`src/rtl/register_bank_pkg.sv`:
```
// Shared definitions for the register bank: default geometry, half-enable
// encodings and a constant-foldable clog2 for sizing address ports.
package register_bank_pkg;

  localparam int DEF_WIDTH = 8;
  localparam int DEF_DEPTH = 8;

  localparam logic [1:0] HALF_NONE = 2'b00;
  localparam logic [1:0] HALF_LO   = 2'b01;
  localparam logic [1:0] HALF_HI   = 2'b10;
  localparam logic [1:0] HALF_ALL  = 2'b11;

  function automatic int clog2(input int value);
    int result;
    int v;
    result = 0;
    v = value - 1;
    while (v > 0) begin
      result = result + 1;
      v = v >> 1;
    end
    return result;
  endfunction

endpackage

```
`src/rtl/register_half_cell.sv`:
```
// Single WIDTH-bit register whose low and high halves load independently,
// cleared asynchronously while res is low.
module register_half_cell #(
  parameter int WIDTH = 8
) (
  input  logic             clk,
  input  logic             res,
  input  logic [1:0]       en,
  input  logic [WIDTH-1:0] d,
  output logic [WIDTH-1:0] q
);

  localparam int H = WIDTH / 2;

  always_ff @(posedge clk or negedge res) begin
    if (!res) begin
      q <= '0;
    end else begin
      if (en[0]) q[H-1:0]     <= d[H-1:0];
      if (en[1]) q[WIDTH-1:H] <= d[WIDTH-1:H];
    end
  end

endmodule

```
`src/rtl/register_bank.sv`:
```
// General-purpose register file with half-granular writes, two registered
// read ports that see same-cycle writes, and a per-register pending scoreboard.
module register_bank
  import register_bank_pkg::*;
#(
  parameter int WIDTH    = DEF_WIDTH,
  parameter int DEPTH    = DEF_DEPTH,
  parameter bit ZERO_REG = 1'b1,
  localparam int AW      = clog2(DEPTH)
) (
  input  logic             clk,
  input  logic             res,
  input  logic             we,
  input  logic [AW-1:0]    waddr,
  input  logic [WIDTH-1:0] wdata,
  input  logic [1:0]       whalf,
  input  logic             pend_set,
  input  logic [AW-1:0]    pend_addr,
  input  logic [AW-1:0]    raddr_a,
  input  logic [AW-1:0]    raddr_b,
  output logic [WIDTH-1:0] rdata_a,
  output logic [WIDTH-1:0] rdata_b,
  output logic             busy_a,
  output logic             busy_b
);

  localparam int H = WIDTH / 2;

  logic [WIDTH-1:0] regs [DEPTH];
  logic [DEPTH-1:0] pend;
  logic [DEPTH-1:0] pend_nxt;
  logic             eff_we;
  logic             eff_pend;
  logic [WIDTH-1:0] nxt_a;
  logic [WIDTH-1:0] nxt_b;

  // Register 0 is hardwired to zero when ZERO_REG is set, so writes and
  // pending marks aimed at it are dropped before they reach any state.
  assign eff_we   = we && (whalf != HALF_NONE) && !(ZERO_REG && (waddr == '0));
  assign eff_pend = pend_set && !(ZERO_REG && (pend_addr == '0));

  for (genvar g = 0; g < DEPTH; g++) begin : g_cell
    logic [1:0] cell_en;
    assign cell_en = (eff_we && (waddr == AW'(g))) ? whalf : HALF_NONE;

    register_half_cell #(.WIDTH(WIDTH)) u_cell (
      .clk (clk),
      .res (res),
      .en  (cell_en),
      .d   (wdata),
      .q   (regs[g])
    );
  end

  // Value the addressed register will hold after this edge, merging in
  // whichever halves the concurrent write touches.
  function automatic logic [WIDTH-1:0] forward(
    input logic [WIDTH-1:0] cur,
    input logic [AW-1:0]    ra,
    input logic             wr,
    input logic [AW-1:0]    wa,
    input logic [1:0]       wh,
    input logic [WIDTH-1:0] wd
  );
    logic [WIDTH-1:0] v;
    v = cur;
    if (wr && (wa == ra)) begin
      if (wh[0]) v[H-1:0]     = wd[H-1:0];
      if (wh[1]) v[WIDTH-1:H] = wd[WIDTH-1:H];
    end
    if (ZERO_REG && (ra == '0)) v = '0;
    return v;
  endfunction

  always_comb begin
    nxt_a = forward(regs[raddr_a], raddr_a, eff_we, waddr, whalf, wdata);
    nxt_b = forward(regs[raddr_b], raddr_b, eff_we, waddr, whalf, wdata);
  end

  // A new producer issued in the same cycle as the old one's writeback
  // supersedes it, so the set is applied after the clear.
  always_comb begin
    pend_nxt = pend;
    if (eff_we)   pend_nxt[waddr]     = 1'b0;
    if (eff_pend) pend_nxt[pend_addr] = 1'b1;
  end

  always_ff @(posedge clk or negedge res) begin
    if (!res) begin
      pend    <= '0;
      rdata_a <= '0;
      rdata_b <= '0;
      busy_a  <= 1'b0;
      busy_b  <= 1'b0;
    end else begin
      pend    <= pend_nxt;
      rdata_a <= nxt_a;
      rdata_b <= nxt_b;
      busy_a  <= pend_nxt[raddr_a];
      busy_b  <= pend_nxt[raddr_b];
    end
  end

endmodule

```
`config.mk`:
```
export PLATFORM = sky130hd
export DESIGN_NAME = register_bank
export DESIGN_NICKNAME = d
export VERILOG_FILES = /design/src/rtl/register_bank_pkg.sv /design/src/rtl/register_half_cell.sv /design/src/rtl/register_bank.sv
export SDC_FILE = /design/constraint.sdc
export NUM_CORES = 1
export LEC_CHECK = 0
export ABC_AREA = 0
export BUFFER_PORTS_ARGS = -buffer_cell sky130_fd_sc_hd__buf_2
export CAP_MARGIN = 5
export CORE_UTILIZATION = 30
export CTS_CLUSTER_SIZE = 12
export DETAILED_ROUTE_END_ITERATION = 7
export GPL_TIMING_DRIVEN = 1
export PLACE_DENSITY = 0.48
export SLEW_MARGIN = 20
export SYNTH_ARGS = -nofsm -noshare
export SYNTH_HDL_FRONTEND = slang
export SYNTH_SLANG_ARGS = --single-unit
```
`constraint.sdc`:
```
create_clock -name clk -period 2.1 [get_ports clk]
set_clock_uncertainty 0.15 [all_clocks]
set_input_delay 0.42 -clock clk [delete_from_list [all_inputs] [get_ports clk]]
set_output_delay 0.42 -clock clk [all_outputs]
set_load 0.005 [all_outputs]
```
# == Word level (Yosys, flattened, before mapping) ==
# Index checks and enable logic that the tools add are counted.
# word_totals
word_cells,97
regBits,90
# classes
order_cmp,8
n_bitwise,5
reduce_logical,22
eq_ne,9
mux,32
# ops
cell,count
two-way mux 8 bit,10
binary-select mux 8 bit (select 3 bit),2
"< comparator 3 x 4 -> 1 bit, second input constant",4
two-way mux 2 bit,8
two-way mux 4 bit,4
logical AND 1 bit,15
"equality test 3 bit, second input constant",4
logical NOT 3 bit,4
bitwise AND 8 bit,1
"greater-or-equal comparator 4 bit, second input constant",2
inverter 3 -> 4 bit,2
inverter 8 bit,1
OR 8 bit,1
binary-select mux 1 bit (select 3 bit),2
demux 1 bit (select 3 bit),2
"equality test 3 x 2 -> 1 bit, second input constant",2
equality test 3 bit,2
"greater-or-equal comparator 3 x 1 -> 1 bit, second input constant",2
two-way mux 1 bit,4
"equality test 3 x 1 -> 1 bit, second input constant",1
logical NOT 1 bit,2
nonzero test 2 bit,1

# == Depth between registers and ports, before layout ==
# Gate-level depths: netlist (run 1).
# depth
ltp_word,11
depth_mapped,7
depth_no_buf,5

# == Hierarchy ==
# From an unflattened synthesis (run 1), not the netlist that was laid out.
# hier_totals
cells_unflattened,350
area_unflattened_um2,4981.0
# by_module_without_submodules
module,cells_per_inst,n_inst,area_each_um2
register_bank,222,1,2658.8
register_half_cell,16,8,290.3

# == Worst setup path after synthesis (run 1) ==
# No wires, ideal clock.
# synth_timing
path_type,input-to-reg
from,input raddr_b[1]
to,register rdata_b[1]
setup_ns,0.147
t_arrival_ns,1.636
slack_ns,0.167
n_path_buf,2
path_stages,6
cell_sequence,buf_2 clkbuf_1 mux4_2 mux2_2 mux2i_1 nor2_1
# synth_between
elab_chain_cells,7
word_cells_on_any_way,10
# synth_lines
item,line,source
start: declaration,register_bank.sv:20,"input logic [AW-1:0] raddr_b,"
inverter 3 -> 4 bit (not written as such),register_bank.sv:77,"nxt_b = forward(regs[raddr_b], raddr_b, eff_we, waddr, whalf, wdata);"
binary-select mux 8 bit (select 3 bit),register_bank.sv:77,
two-way mux 8 bit (not written as such) (2 in series),register_bank.sv:77,
two-way mux 4 bit,register_bank.sv:68,if (wh[0]) v[H-1:0] = wd[H-1:0];
two-way mux 8 bit,register_bank.sv:67,if (wr && (wa == ra)) begin
two-way mux 8 bit *,register_bank.sv:71,if (ZERO_REG && (ra == '0)) v = '0;
via nxt_b[1],register_bank.sv:35,logic [WIDTH-1:0] nxt_b;
end signal: assignment,register_bank.sv:98,rdata_b <= nxt_b;
end: declaration,register_bank.sv:22,"output logic [WIDTH-1:0] rdata_b,"
# Mark *: on every way through the listed nets, which the timed path passes. The rest lies on a longest branch. The select of a mux whose other input is x is not followed.
# A chain may end at the register's enable or synchronous reset.

# == Final worst setup path (run 1) ==
# layout_timing
from,input raddr_a[0]
to,register rdata_a[3]
# layout_between
elab_chain_cells,7
word_cells_on_any_way,10
# layout_lines
item,line,source
start: declaration,register_bank.sv:19,"input logic [AW-1:0] raddr_a,"
inverter 3 -> 4 bit (not written as such),register_bank.sv:76,"nxt_a = forward(regs[raddr_a], raddr_a, eff_we, waddr, whalf, wdata);"
binary-select mux 8 bit (select 3 bit),register_bank.sv:76,
two-way mux 8 bit (not written as such) (2 in series),register_bank.sv:76,
two-way mux 4 bit,register_bank.sv:68,
two-way mux 8 bit,register_bank.sv:67,
two-way mux 8 bit *,register_bank.sv:71,
via nxt_a[3],register_bank.sv:34,logic [WIDTH-1:0] nxt_a;
end signal: assignment,register_bank.sv:97,rdata_a <= nxt_a;
end: declaration,register_bank.sv:21,"output logic [WIDTH-1:0] rdata_a,"
# Marks and branches as above.

==> results summary, run 1 <==
The peak fanout along the critical path came out at 11. Global routing consumed, over all layers together, 15.6% of the routing resources. The number of DRC violations after detailed-routing iteration 0 came out at 206. For this block, the routed nets add up to 11900 um of wire. The number of fill cells came out at 1551. The maximum clock path buffer count is 2. The power per cell area came out at 848 mW/mm2. The tightest slew margin relative to the limit is 62.9%. The worst setup path is launched from an input pin. The shortest period the worst path allows came out at 1800 ps. The count of endpoints failing hold in the final timing report was 0. The antenna diode instance count is 0. The kind of path behind the tightest hold check is flop to flop. The critical path endpoint category is a flop. The number of global-route vias before repair came to 3354. The die area came out at 0.0169 mm2.

Summed over all layers, the global routing overflow is 0. The synthesized netlist contains 42 unique library cells. The half-perimeter wire length after placement came out at 8590 um. The H-tree depth is 3.

The final weighted congestion of routability-driven global placement came out at 0.792. The reg-to-reg critical path endpoint is rdata_b[4]$_DFF_PN0_. In the synthesized netlist the dominant register cell turns out to be sky130_fd_sc_hd__dfrtp_1. Leaving out filler cells and counting taps, the final layout contains 634.

The flop and latch count out of synthesis came out at 90. TritonCTS built the clock tree. In the final routed layout, each cell accounts on average for 18.8 um. The synthesized net count came out at 377. The remaining design rule violation count is 0. The final-report max-slew violation count came out at 0. The critical path required time came out at 2190 ps. By area the synthesized netlist is led by sky130_fd_sc_hd__dfrtp_1, sky130_fd_sc_hd__mux2_2, sky130_fd_sc_hd__mux4_1, sky130_fd_sc_hd__mux4_2, sky130_fd_sc_hd__mux2i_1. The biggest area contributor in the post-synthesis netlist is sky130_fd_sc_hd__dfrtp_1. The leakage power of the design came out at 2.56 nW. CTS placed an instance of sky130_fd_sc_hd__clkbuf_16 at the clock tree root. The most critical setup path has its startpoint at raddr_a[0]. For this run, asynchronously set or reset flops after synthesis account for 100%. During synthesis, Yosys emitted a total of 0 warnings. The clock drives 90 sinks.

Synthesis produced a netlist whose cell count is 351. The number of enable-type register cells in the synthesized netlist is 0. The worst-case IR drop observed on VDD is 0.397 mV.

Setup repair after global routing left no endpoint under its margin. In this run the post-CTS setup repair buffer count came out at 0. The insertion delay to the later sink of the worst-skew pair came out at 340 ps. The starting utilization of the core area is 30.8%. At the pin with the least slew margin, the transition time is 556 ps. The number of placement rows came out at 46.

The synthesized area divided by synthesized cell count is 14.0 um2. The top-level port count is 44. The area share of the leading cell type in the synthesized netlist came out at 45.8%.

The worst setup path is of the input pin to flop kind. The total cell area at the placement stage is 0.00552 mm2. The x dimension of the die is 130 um. After detailed routing, the number of vias per cell comes to 5.00.

Timing would allow up to 0.555 GHz. The minimum hold slack came out at 236 ps. The flow ran to the end, and the final reports show no timing, DRC or antenna violations. The number of nets at the end of the flow came out at 440. The overall die height is 130 um.

The post-synthesis cell area is 0.00492 mm2. The first-pass GRT wire length came out at 19100 um. Cells with a size suffix above 1 make up 44.5% of the layout. The final cell area excluding filler cells is 0.00580 mm2.

The slack of the worst reg-to-reg path came out at 440 ps. The max-capacitance violation count came out at 0. The worst path arrival time came out at 1890 ps.

The worst setup path endpoint is rdata_a[3]$_DFF_PN0_. The total number of vias came out at 3172. The number of port buffers is 43.

The final sum of negative setup slack is 0 ps. The number of antenna violations at the first check in global routing is 0. Entering global routing, the biggest net connects 91 pins. The number of buffers inserted during clock tree synthesis came out at 9. For this run, the detailed router's first-pass iteration total came to 5. The register area share after synthesis is 45.8%. In this run the remaining antenna-violating nets after routing total 0.

The length in cells of the worst reg-to-reg path is 4. The worst register-to-register path begins at g_cell[5].u_cell.q[4]$_DFFE_PN0P_. The clock transition at the registers of the reported paths came out at 60 ps. Relative to the synthesized area, the layout overhead comes to 17.9%. The post-placement cell count came out at 618.

The final core utilization came out at 36.4%. The final clock period utilization by the worst path came out at 85.8%. The core outline area is 0.0159 mm2. The count of final setup violators came out at 0.
## metal layers
metal / vias to the layer above / routed length (um) / track usage [%]
li1: 1456 / - / -
met3: 6 / 389 / 3.03
met2: 51 / 5480 / 23.6
met5: - / 0 / 0
met4: 0 / 112 / 5.40
met1: 1659 / 5930 / 22.1
## report_power, final
group	total, W	internal, W	switching (W)
clock network	0.00149	0.000854	0.000641
logic	0.00112	0.000672	0.000445
registers	0.00231	0.00210	0.000207
total	0.00492	0.00362	0.00129
## Yosys cell counts (5+ instances only)
cell                       count
sky130_fd_sc_hd__mux2_2       72
sky130_fd_sc_hd__mux2i_1      16
sky130_fd_sc_hd__dfrtp_1      90
sky130_fd_sc_hd__clkbuf_1     11
sky130_fd_sc_hd__nor2_1       21
sky130_fd_sc_hd__nor3_1        5
sky130_fd_sc_hd__mux4_1       20
sky130_fd_sc_hd__nand2_1      20
sky130_fd_sc_hd__clkbuf_8      5
sky130_fd_sc_hd__nor3b_1       8
sky130_fd_sc_hd__mux4_2       12
sky130_fd_sc_hd__o21ai_0       6
sky130_fd_sc_hd__nand3_1       7
sky130_fd_sc_hd__buf_6         5
## layout by cell type, fill, tap and decap left out, drive strengths merged, types with 2 or more instances in the layout
master / Yosys / routed
dfrtp: 90 / 90
buf: 13 / 81
mux2: 72 / 72
mux4: 32 / 32
nor2: 25 / 25
nand2: 20 / 20
mux2i: 16 / 16
clkbuf: 17 / 12
nor3b: 8 / 8
nand3: 7 / 7
o21ai: 7 / 7
nor3: 5 / 5
inv: 4 / 4
xnor2: 4 / 4
nor2b: 3 / 3
o2111ai: 3 / 3
nand4: 3 / 3
clkinv: 0 / 3
o21ba: 2 / 2
nand2b: 2 / 2
o31ai: 2 / 2
nor4bb: 2 / 2
and2: 2 / 2
## area by class of cell
type / count / area, um2 / share of cell area [%]
inverters: 4 / 15.0 / 0.259
well taps: 216 / 270 / 4.66
clock buffers: 12 / 256 / 4.42
clock inverters: 3 / 15.0 / 0.259
repair buffers: 82 / 588 / 10.1
multi-input cells: 227 / 2400 / 41.4
flip-flops and latches: 90 / 2250 / 38.8
## state kept, by name, summed over array words and instances (netlist names)
signal / flops
rdata_a: 8
busy_a: 1
pend: 8
busy_b: 1
rdata_b: 8
g_cell.u_cell.q: 64
## through the flow
stage | total power, W | setup slack, ps
4_1_cts | 0.00499 | 299
3_5_place_dp | 0.00347 | -71.7
5_1_grt | 0.00520 | 230
3_3_place_gp | 0.00344 | -47.2
2_1_floorplan | 0.00305 | 167
6_report | 0.00492 | 297
## worst min-delay path by stage
| stage | from | to | slack (ps) | depth (start not counted) |
|---|---|---|---|---|
| 6_report | g_cell[0].u_cell.q[4]$_DFFE_PN0P_ | g_cell[0].u_cell.q[4]$_DFFE_PN0P_ | 240 | 0 |
| 3_5_place_dp | g_cell[0].u_cell.q[4]$_DFFE_PN0P_ | g_cell[0].u_cell.q[4]$_DFFE_PN0P_ | 230 | 0 |
| 3_3_place_gp | g_cell[0].u_cell.q[2]$_DFFE_PN0P_ | g_cell[0].u_cell.q[2]$_DFFE_PN0P_ | 230 | 0 |
| 2_1_floorplan | res | busy_a$_DFF_PN0_ | -30 | 0 |
| 5_1_grt | g_cell[0].u_cell.q[2]$_DFFE_PN0P_ | g_cell[0].u_cell.q[2]$_DFFE_PN0P_ | 260 | 0 |
| 4_1_cts | g_cell[0].u_cell.q[4]$_DFFE_PN0P_ | g_cell[0].u_cell.q[4]$_DFFE_PN0P_ | 240 | 0 |
## worst max-delay path, cell delays in order
cell and delay [ps]:
sky130_fd_sc_hd__buf_2 290, sky130_fd_sc_hd__buf_4 210, sky130_fd_sc_hd__mux4_2 500, sky130_fd_sc_hd__mux2_2 290
sky130_fd_sc_hd__mux2i_1 120, sky130_fd_sc_hd__nor2_1 60
## logic make-up (layout without fill, tap and decap cells)
kind of cell	Yosys count	count (layout)	synth area share (%)
AO/OA/AOI/OAI	23	23	3.51
flip-flops	90	90	45.8
XOR/XNOR	4	4	0.712
AND/OR/NAND/NOR	80	80	8.68
multiplexers	120	120	35.9
buffers and inverters	34	101	5.37
## timing repair
action | CTS | global route
hold buffers | 1 | 0
gates resized for setup | 0 | 0
endpoints found under the hold margin | 29 | 0
Note: power is estimated with default switching activity, not from simulation.
==> run 2: changes to the inputs <==
CTS_BUF_LIST = sky130_fd_sc_hd__clkbuf_2 sky130_fd_sc_hd__clkbuf_4 sky130_fd_sc_hd__clkbuf_8   (was not set)
==> results summary, run 2 (same netlist as run 1, synthesis figures left out) <==
The flow ran to the end, and the final reports show no timing, DRC or antenna violations. Along the worst path, the maximum fanout reaches 11. Across every metal layer, demand over resource in global routing totals 15.5%. Including well taps, the total number of placed cells is 618. The worst path arrival time is 1890 ps. The slowest stage of the critical path is the sky130_fd_sc_hd__mux4_2 cell.

The final-report max-slew violation count came out at 0. On the critical path the largest part of the delay comes from multiplexers. For this block, the via count after detailed routing is 3169. Traced cell by cell, the critical path runs through buf_2, buf_4, mux4_2, mux2_2, mux2i_1, nor2_1. The minimum hold slack is 235 ps. The overall die height is 130 um. After routing the design area is 0.00570 mm2. The tightest slew margin relative to the limit is 62.8%. The delay contributed by the slowest stage of the critical path is 500 ps. For this run, the top clock speed supported by timing is 0.562 GHz. The number of placement rows came out at 46. The number of buffers added for setup after CTS came out at 0. The switching power came out at 0.00125 W. The smallest clock period supported by the final layout is computed as 1780 ps. The number of global-route vias before repair is 3360. The final total power is 0.00452 W. The number of gates resized after cts is 0. Setup repair after global routing left no endpoint under its margin. Port buffering added 43 buffers. The library cell used most frequently in the layout, excluding fill and tap cells, is sky130_fd_sc_hd__dfrtp_1. In this run the power density over the cells is 792 mW/mm2. The total cell area at the placement stage is 0.00552 mm2. The register with the most flip-flops is g_cell.u_cell.q.

The number of DRC violations after detailed-routing iteration 0 came out at 249. The worst setup path is captured at a flop. The worst hold path belongs to the class input pin to flop.

STA classifies the critical path startpoint as an input pin. The number of buffers inserted during clock tree synthesis came out at 9. The fraction of power spent switching nets is 27.8%. The number of hold buffers added after CTS was 1.

The first-pass iteration count of the detailed router is 4. The remaining design rule violation count came out at 0. The final clock period utilization by the worst path is 84.7%. Clock-pin slew was measured on the worst setup and hold paths at 80 ps. The H-tree depth is 3. Data on the critical path is required at its endpoint by 2220 ps. The congestion estimate from routability-driven global placement came to 0.792. The first-pass GRT wire length came out at 19100 um.

The number of flip-flops under the largest register name came out at 64. The count of endpoints failing hold in the final timing report is 0. After detailed routing, the average wire length per cell comes to 18.8 um. Once the floorplan was initialized, standard cells occupied 30.8% of the core.

The insertion delay to the later sink of the worst-skew pair came out at 380 ps. The fraction of final layout cells sized beyond drive strength 1 is 44.7%. The number of nets at the end of the flow is 440. Of the total power, combinational logic draws 24.7%. The design internal power is 0.00326 W.

From synthesis to final layout, the design area changed by 15.9%. The antenna diode instance count came out at 0. The count of final setup violators came out at 0. The final worst-path setup slack came out at 322 ps.

The tree is rooted in a sky130_fd_sc_hd__clkbuf_8. Counting along the longest clock path gives a buffer depth of 2. For the pin with the worst max-slew slack, the measured transition is 558 ps. The x dimension of the die is 130 um. The total grt overflow is 0.

The sequential share of power is 51.0%. The half-perimeter wire length after placement is 8590 um. The critical path is of the input pin to flop type.

The clock tree from TritonCTS is built. Of the total power, the clock network draws 24.3%. The sum of buffers and inverters on the critical path came out at 2.

The clock net sink count is 90. The leakage power of the design is 2.52 nW. The post-detailed-route via-to-cell ratio is 5.00. The number of antenna violations at the first check in global routing is 0. In the layout the commonest cells are sky130_fd_sc_hd__dfrtp_1, sky130_fd_sc_hd__mux2_2, sky130_fd_sc_hd__buf_2, sky130_fd_sc_hd__buf_4, sky130_fd_sc_hd__nor2_1.

The final standard cell count with taps included and fillers excluded came out at 634. VDD sags by at most 0.292 mV. The die area came out at 0.0169 mm2.

The top-level port count is 44. Entering global routing, the biggest net connects 91 pins. The worst slack at placement is -71.7 ps.

The final wirelength is 11900 um. The core outline area is 0.0159 mm2. The remaining antenna violation count came out at 0. The max-capacitance violation count is 0.
run 2: cell counts in the layout (fill, tap and decap cells not counted):
No cell type changed its count.
run 2: layout make-up:
cell class                 instances  area [um2]
sequential                        90        2250
multi-input combinational        227        2400
tap                              216         270
timing repair buffer              82         588
clock inverter                     3        15.0
clock buffer                      12         159
fill                            1557       10200
inverter                           4        15.0
run 2: routing by layer:
layer	global-route usage, %	wire [um]	vias up
met5	0	0	-
met3	2.91	372	9
met2	23.7	5440	68
met4	5.20	125	0
li1	-	-	1457
met1	22.1	5960	1635
run 2: path summary, 6_finish.rpt:
check,startpoint,end,slack [ps],depth (start not counted)
hold reg to reg,g_cell[0].u_cell.q[4]$_DFFE_PN0P_,g_cell[0].u_cell.q[4]$_DFFE_PN0P_,240,0
setup / recovery,raddr_a[0],rdata_a[3]$_DFF_PN0_,320,6
setup reg to reg,g_cell[1].u_cell.q[7]$_DFFE_PN0P_,rdata_b[7]$_DFF_PN0_,430,4
hold / removal,pend_addr[0],pend[5]$_DFF_PN0_,240,3
max in group asynchronous,res,pend[1]$_DFF_PN0_,940,3
min in group asynchronous,res,rdata_b[3]$_DFF_PN0_,460,3
run 2: worst register-to-register path, cell delays in order, from the launching register on:
cell and delay, ps:
sky130_fd_sc_hd__dfrtp_1 390, sky130_fd_sc_hd__mux4_1 510, sky130_fd_sc_hd__mux2_2 270, sky130_fd_sc_hd__mux2i_1 170, sky130_fd_sc_hd__nor2_1 70
run 2: power by group through the flow:
stage	Sequential (W)	Clock, W	Combinational (W)
detailed placement	0.00234	0	0.00113
CTS	0.00230	0.00115	0.00114
floorplan	0.00227	0	0.000782
finish	0.00230	0.00110	0.00112
global placement	0.00233	0	0.00111
global route	0.00235	0.00119	0.00123
run 2: through the flow:
| stage | TNS (ps) | utilization (%) |
|---|---|---|
| floorplan | 0 | - |
| global placement | -299 | 34.6 |
| detailed placement | -456 | 34.6 |
| CTS | 0 | 35.8 |
| global route | 0 | 35.8 |
| finish | 0 | 35.8 |
